==> src/rtl/booth_ctrl.sv <==
// booth_ctrl: sequencing controller for a radix-2 Booth multiplier datapath.
//
// Drives the datapath control strobes that load M and Q, add or subtract M
// into A, shift A:Q:Q[-1] right arithmetically, and put A then Q on the output
// bus. All outputs are decoded from the registered state.
//
// Ports
//   clk   : system clock, rising edge
//   rst   : asynchronous active-high reset
//   start : begin a multiply (looked at only in IDLE)
//   q0    : Q[0] from the Q register (looked at only in CHECK)
//   q_m1  : Q[-1] from the Q register (looked at only in CHECK)
//   c0    : clear A and Q[-1], load M from ibus
//   c1    : load Q from ibus
//   c3    : A <= A +/- M
//   sub   : with c3, 1 = subtract, 0 = add
//   c4    : arithmetic right shift of A:Q:Q[-1]
//   c5    : drive A onto obus
//   c6    : drive Q onto obus
//   busy  : high in every state except IDLE
//   done  : one-cycle completion pulse
//
// state  | meaning
// IDLE   | waiting for start
// LOAD_M | clear A/Q[-1], load M, clear iteration count
// LOAD_Q | load Q
// CHECK  | inspect {Q[0],Q[-1]}, pick add/sub/no-op
// ADDSUB | A <= A +/- M
// SHIFT  | shift A:Q:Q[-1], advance iteration count
// OUT_A  | A onto obus
// OUT_Q  | Q onto obus
// DONE   | completion pulse

module booth_ctrl #(
    parameter int N = 8
) (
    input  logic clk,
    input  logic rst,
    input  logic start,
    input  logic q0,
    input  logic q_m1,
    output logic c0,
    output logic c1,
    output logic c3,
    output logic sub,
    output logic c4,
    output logic c5,
    output logic c6,
    output logic busy,
    output logic done
);

    localparam int CW = (N > 1) ? $clog2(N) : 1;
    localparam logic [CW-1:0] LAST = CW'(N - 1);

    typedef enum logic [3:0] {
        IDLE   = 4'd0,
        LOAD_M = 4'd1,
        LOAD_Q = 4'd2,
        CHECK  = 4'd3,
        ADDSUB = 4'd4,
        SHIFT  = 4'd5,
        OUT_A  = 4'd6,
        OUT_Q  = 4'd7,
        DONE   = 4'd8
    } state_t;

    state_t          state, state_nx;
    logic [CW-1:0]   cnt;
    logic            sub_r;

    always_ff @(posedge clk or posedge rst) begin
        if (rst) begin
            state <= IDLE;
        end else begin
            state <= state_nx;
        end
    end

    // Holds at N-1 on the last shift so it never wraps within an operation.
    always_ff @(posedge clk or posedge rst) begin
        if (rst) begin
            cnt <= '0;
        end else if (state == LOAD_M) begin
            cnt <= '0;
        end else if (state == SHIFT && cnt != LAST) begin
            cnt <= cnt + 1'b1;
        end
    end

    // Captured in CHECK so that Q bits moving during ADDSUB cannot flip the op.
    always_ff @(posedge clk or posedge rst) begin
        if (rst) begin
            sub_r <= 1'b0;
        end else if (state == CHECK) begin
            sub_r <= q0 & ~q_m1;
        end
    end

    always_comb begin
        state_nx = state;
        case (state)
            IDLE:    if (start) state_nx = LOAD_M;
            LOAD_M:  state_nx = LOAD_Q;
            LOAD_Q:  state_nx = CHECK;
            CHECK: begin
                case ({q0, q_m1})
                    2'b10, 2'b01: state_nx = ADDSUB;
                    default:      state_nx = SHIFT;
                endcase
            end
            ADDSUB:  state_nx = SHIFT;
            SHIFT:   state_nx = (cnt == LAST) ? OUT_A : CHECK;
            OUT_A:   state_nx = OUT_Q;
            OUT_Q:   state_nx = DONE;
            DONE:    state_nx = IDLE;
            default: state_nx = IDLE;
        endcase
    end

    always_comb begin
        c0   = 1'b0;
        c1   = 1'b0;
        c3   = 1'b0;
        sub  = 1'b0;
        c4   = 1'b0;
        c5   = 1'b0;
        c6   = 1'b0;
        done = 1'b0;
        busy = (state != IDLE);
        case (state)
            LOAD_M: c0 = 1'b1;
            LOAD_Q: c1 = 1'b1;
            ADDSUB: begin
                c3  = 1'b1;
                sub = sub_r;
            end
            SHIFT:  c4 = 1'b1;
            OUT_A:  c5 = 1'b1;
            OUT_Q:  c6 = 1'b1;
            DONE:   done = 1'b1;
            default: ;
        endcase
    end

endmodule
==> config.mk <==
export PLATFORM = sky130hd
export DESIGN_NAME = booth_ctrl
export DESIGN_NICKNAME = d
export VERILOG_FILES = /design/src/rtl/booth_ctrl.sv
export SDC_FILE = /design/constraint.sdc
export NUM_CORES = 1
export LEC_CHECK = 0
export ABC_CLOCK_PERIOD_IN_PS = 3600
export BUFFER_PORTS_ARGS = -buffer_cell sky130_fd_sc_hd__buf_2
export CAP_MARGIN = 20
export CORE_AREA = 2 2 39 41
export CTS_CLUSTER_SIZE = 20
export DETAILED_ROUTE_END_ITERATION = 12
export DIE_AREA = 0 0 41 43
export SETUP_SLACK_MARGIN = 0.02
export SKIP_CTS_REPAIR_TIMING = 1
export SLEW_MARGIN = 15
export SYNTH_ARGS = -nofsm -noshare
export SYNTH_HDL_FRONTEND = slang
export SYNTH_SLANG_ARGS = --single-unit
==> constraint.sdc <==
create_clock -name clk -period 3.6 [get_ports clk]
set_clock_uncertainty 0.05 [all_clocks]
set_input_delay 0 -clock clk [delete_from_list [all_inputs] [get_ports clk]]
set_output_delay 0 -clock clk [all_outputs]
set_load 0.03 [all_outputs]
==> tab_implementation.tex <==
\begin{tabular}{lr}
\hline
Metric & Value \\
\hline
\multicolumn{2}{l}{\textbf{Placed design}} \\
\quad Half-perimeter wire length after placement & $\sim$740 microns \\
\quad Number of buffers added on ports & 13 \\
\quad Routability congestion estimate & 0.7290 \\
\multicolumn{2}{l}{\textbf{Logic synthesis}} \\
\quad Number of flops mapped to enable cells by yosys & 0 \\
\quad Distinct cell type count after synthesis & 28 \\
\quad Post-Synthesis Cells & 56 \\
\quad Dominant synthesized flop cell & dfrtp\_1 \\
\quad Proportion of netlist area held by the largest area contributor & 39.22\% \\
\quad Fraction of registers with async set/reset & between 90\% and 100\% \\
\quad Post-Synthesis Cell Area & 510.5 sq um \\
\quad Post-synthesis cell type with the largest combined area & dfrtp\_1 \\
\quad Leading post-synthesis cells by cell area & dfrtp\_1, ha\_1, nor3\_1, buf\_6, nand3\_1 \\
\quad Syn\_area\_per\_cell & roughly 9 sq um \\
\quad Flip-flop and latch count after synthesis & 8 \\
\quad Syn\_nets & 64 \\
\quad Synthesis warning total & 0 \\
\quad Part of the Yosys area used for sequential elements & 39.22\% \\
\multicolumn{2}{l}{\textbf{STA}} \\
\quad Fmax & 600.5 MHz \\
\quad Max transition margin & 76.04\% \\
\quad Final hold viol count & 0 \\
\quad Measured slew at the worst slew-check pin & approximately 360 ps \\
\quad Period Utilization, post-route & 46.26\% \\
\quad Final period demand of the worst path & 1665 ps \\
\quad Number of setup violations in the final report & 0 \\
\quad Final setup TNS & 0 ps \\
\quad Unrepaired setup endpoints after global routing & no \\
\quad Final number of max-transition violations & 0 \\
\quad Hold Worst Slack & 89.36 ps \\
\multicolumn{2}{l}{\textbf{Global routing}} \\
\quad Global route total overflow & 0 \\
\quad Wire length of the first global-routing pass & 1662 microns \\
\quad Pin count of the biggest net entering global routing & 15 \\
\quad Number of antenna violations at the first check in global routing & 0 \\
\quad Vias in the first global route & between 400 and 500 \\
\quad Overall Global Routing Usage & between 10\% and 20\% \\
\multicolumn{2}{l}{\textbf{Setup path}} \\
\quad Launching element type of the critical path & flip-flop \\
\quad Largest delay share family, worst path & simple AND/OR/NAND/NOR gates \\
\quad Cell chain of the critical path & or3b\_1 -> nor2\_1 -> buf\_2 \\
\quad Worst EP required & 3550 ps \\
\quad Data arrival time at the worst-slack endpoint & roughly 1600 ps \\
\quad Buf+Inv Stages, Crit Path & 1 \\
\quad Critical-path top delay cell & or3b\_1 \\
\quad Largest stage delay on the critical path & between 500 and 600 ps \\
\quad Largest fanout on the critical path & 11 \\
\quad Crit Path Category & flip-flop to primary output \\
\quad Type of element capturing the critical path & primary output \\
\multicolumn{2}{l}{\textbf{Clock tree}} \\
\quad Total clock sinks & 8 \\
\quad Buffer type at the clock tree root & clkbuf\_4 \\
\quad Number of buffers on the longest clock path & 2 \\
\quad H-tree levels & 1 \\
\quad Number of CTS-inserted buffers & 3 \\
\quad Clock network latency to the later pin of the worst-skew pair & 260 ps \\
\quad Clock tree from TritonCTS & yes \\
\quad CTS clk-pin slew, worst paths & $\sim$60 ps \\
\multicolumn{2}{l}{\textbf{Power}} \\
\quad Pwr Total & a little under 0.5 mW \\
\quad Power density relative to cell area & 829.5 nW/um\^{}2 \\
\quad Worst IR Drop VDD & roughly 0.3 mV \\
\quad Leakage power & 0.3031 nW \\
\multicolumn{2}{l}{\textbf{Detailed routing}} \\
\quad Total routed wirelength & 983 microns \\
\quad Remaining number of nets flagged by the antenna check after routing & 0 \\
\quad Per-cell routed wire length & 11.56 microns \\
\quad Number of DRC markers after the initial detailed-route iteration & 8 \\
\quad First-pass detailed-route iteration total & 4 \\
\quad Routed via count divided by cell count & 5.153 \\
\quad DR vias & 438 \\
\quad \# DRC & 0 \\
\multicolumn{2}{l}{\textbf{Run status}} \\
\quad Outcome & complete, no violations \\
\multicolumn{2}{l}{\textbf{Die}} \\
\quad Area of the die & roughly 1800 sq um \\
\quad Row count & 14 \\
\quad Placeable core area & 1384 sq um \\
\quad Initial cell density of the core & 36.89\% \\
\quad Number of primary I/O pins & 14 \\
\quad Die boundary height & 43 microns \\
\quad Die boundary width & 41 microns \\
\multicolumn{2}{l}{\textbf{Cells and area}} \\
\quad Fill cells & around 160 \\
\quad Final standard cell utilization of the core & between 40\% and 50\% \\
\quad Storage element area & 200.2 sq um \\
\quad Area of the multi-input gates & 264.0 sq um \\
\quad Highest-count cells in the layout ignoring fill and taps & buf\_2, dfrtp\_1, nor3\_1 \\
\quad Most common cell after layout, fill and taps aside & buf\_2 \\
\quad Count of nets after finishing & a little under 80 \\
\quad Layout cell share with drive strength beyond 1 & 26.09\% \\
\quad Area growth from synthesis to layout & 16.91\% \\
\quad Antenna Diode Count & 0 \\
\multicolumn{2}{l}{\textbf{Worst hold path}} \\
\quad Min-Delay Path Class & input pin to flip-flop \\
\multicolumn{2}{l}{\textbf{Flow run}} \\
\quad Number of max-cap violations & 0 \\
\hline
\end{tabular}
-- synth_stat cells (2+ instances only) --
cell type	count
nand2_1	4
nor3_1	5
nor2b_1	2
nor2_1	4
nand2b_1	2
o211ai_1	2
ha_1	3
inv_1	4
nand3_1	3
dfrtp_1	8
buf_6	2
-- worst min-delay path, delay by kind of cell --
kind	cells	cell delay (ps)
AOI/OAI and AO/OA	1	220
buffers and inverters	1	80
and+or+nand+nor	1	30
-- final cells by class --
class / instances / share of cell area [%]
timing repair buffer: 14 / 12.58
inverter: 4 / 2.516
sequential: 8 / 33.54
multi-input combinational: 40 / 44.23
clock buffer: 3 / 3.774
tap: 16 / 3.354
-- flip-flops by register name, indices dropped and copies added, names as in the netlist --
| name | count |
|---|---|
| cnt | 3 |
| sub_r | 1 |
| state | 4 |
-- through the flow --
step | setup slack, ps | instance area [sq um] | std cells
6_report | 1935 | 596.8 | 85
5_1_grt | 1818 | 596.8 | 85
4_1_cts | 1925 | 586.8 | 84
3_5_place_dp | 2044 | 564.3 | 81
3_3_place_gp | 2072 | 564.3 | 81
2_1_floorplan | 1823 | 510.5 | 56
-- routing by layer --
| layer | wire [microns] | up-vias | GRT usage, % | share of wire, % |
|---|---|---|---|---|
| met4 | 28 | 0 | 8.000 | 2.8 |
| li1 | - | 225 | - | - |
| met5 | 0 | - | 0 | 0 |
| met2 | 459 | 12 | 21.56 | 47 |
| met1 | 442 | 197 | 16.07 | 45 |
| met3 | 52 | 4 | 4.712 | 5.3 |
-- logic make-up (layout without fill, tap and decap cells) --
kind of cell / count (synthesis) / count (layout) / share of synthesized area (%)
and+or+nand+nor: 28 / 28 / 31.13
buffers and inverters: 8 / 21 / 9.066
adders and majority gates: 3 / 3 / 7.354
muxes: 1 / 1 / 2.206
AOI/OAI and AO/OA: 7 / 7 / 9.313
xor gates and xnor gates: 1 / 1 / 1.716
DFF: 8 / 8 / 39.22
-- report_power, final --
part / internal (mW) / switching [mW]
sequential: 0.125 / 0.0633
clock: 0.0381 / 0.0303
combinational: 0.0902 / 0.148
-- path summary, 6_finish.rpt --
path                                from        to  slack (ps)  cells past startpoint
worst max register to register    cnt[0]  state[0]        2040                      5
min in group asynchronous            rst  state[1]         170                      3
worst min-delay path               start  state[0]          90                      3
worst min register to register     sub_r     sub_r         450                      1
worst max-delay path            state[1]        c0        1930                      3
max in group asynchronous            rst     sub_r        3090                      3
Power figures use the tool's default switching activity.
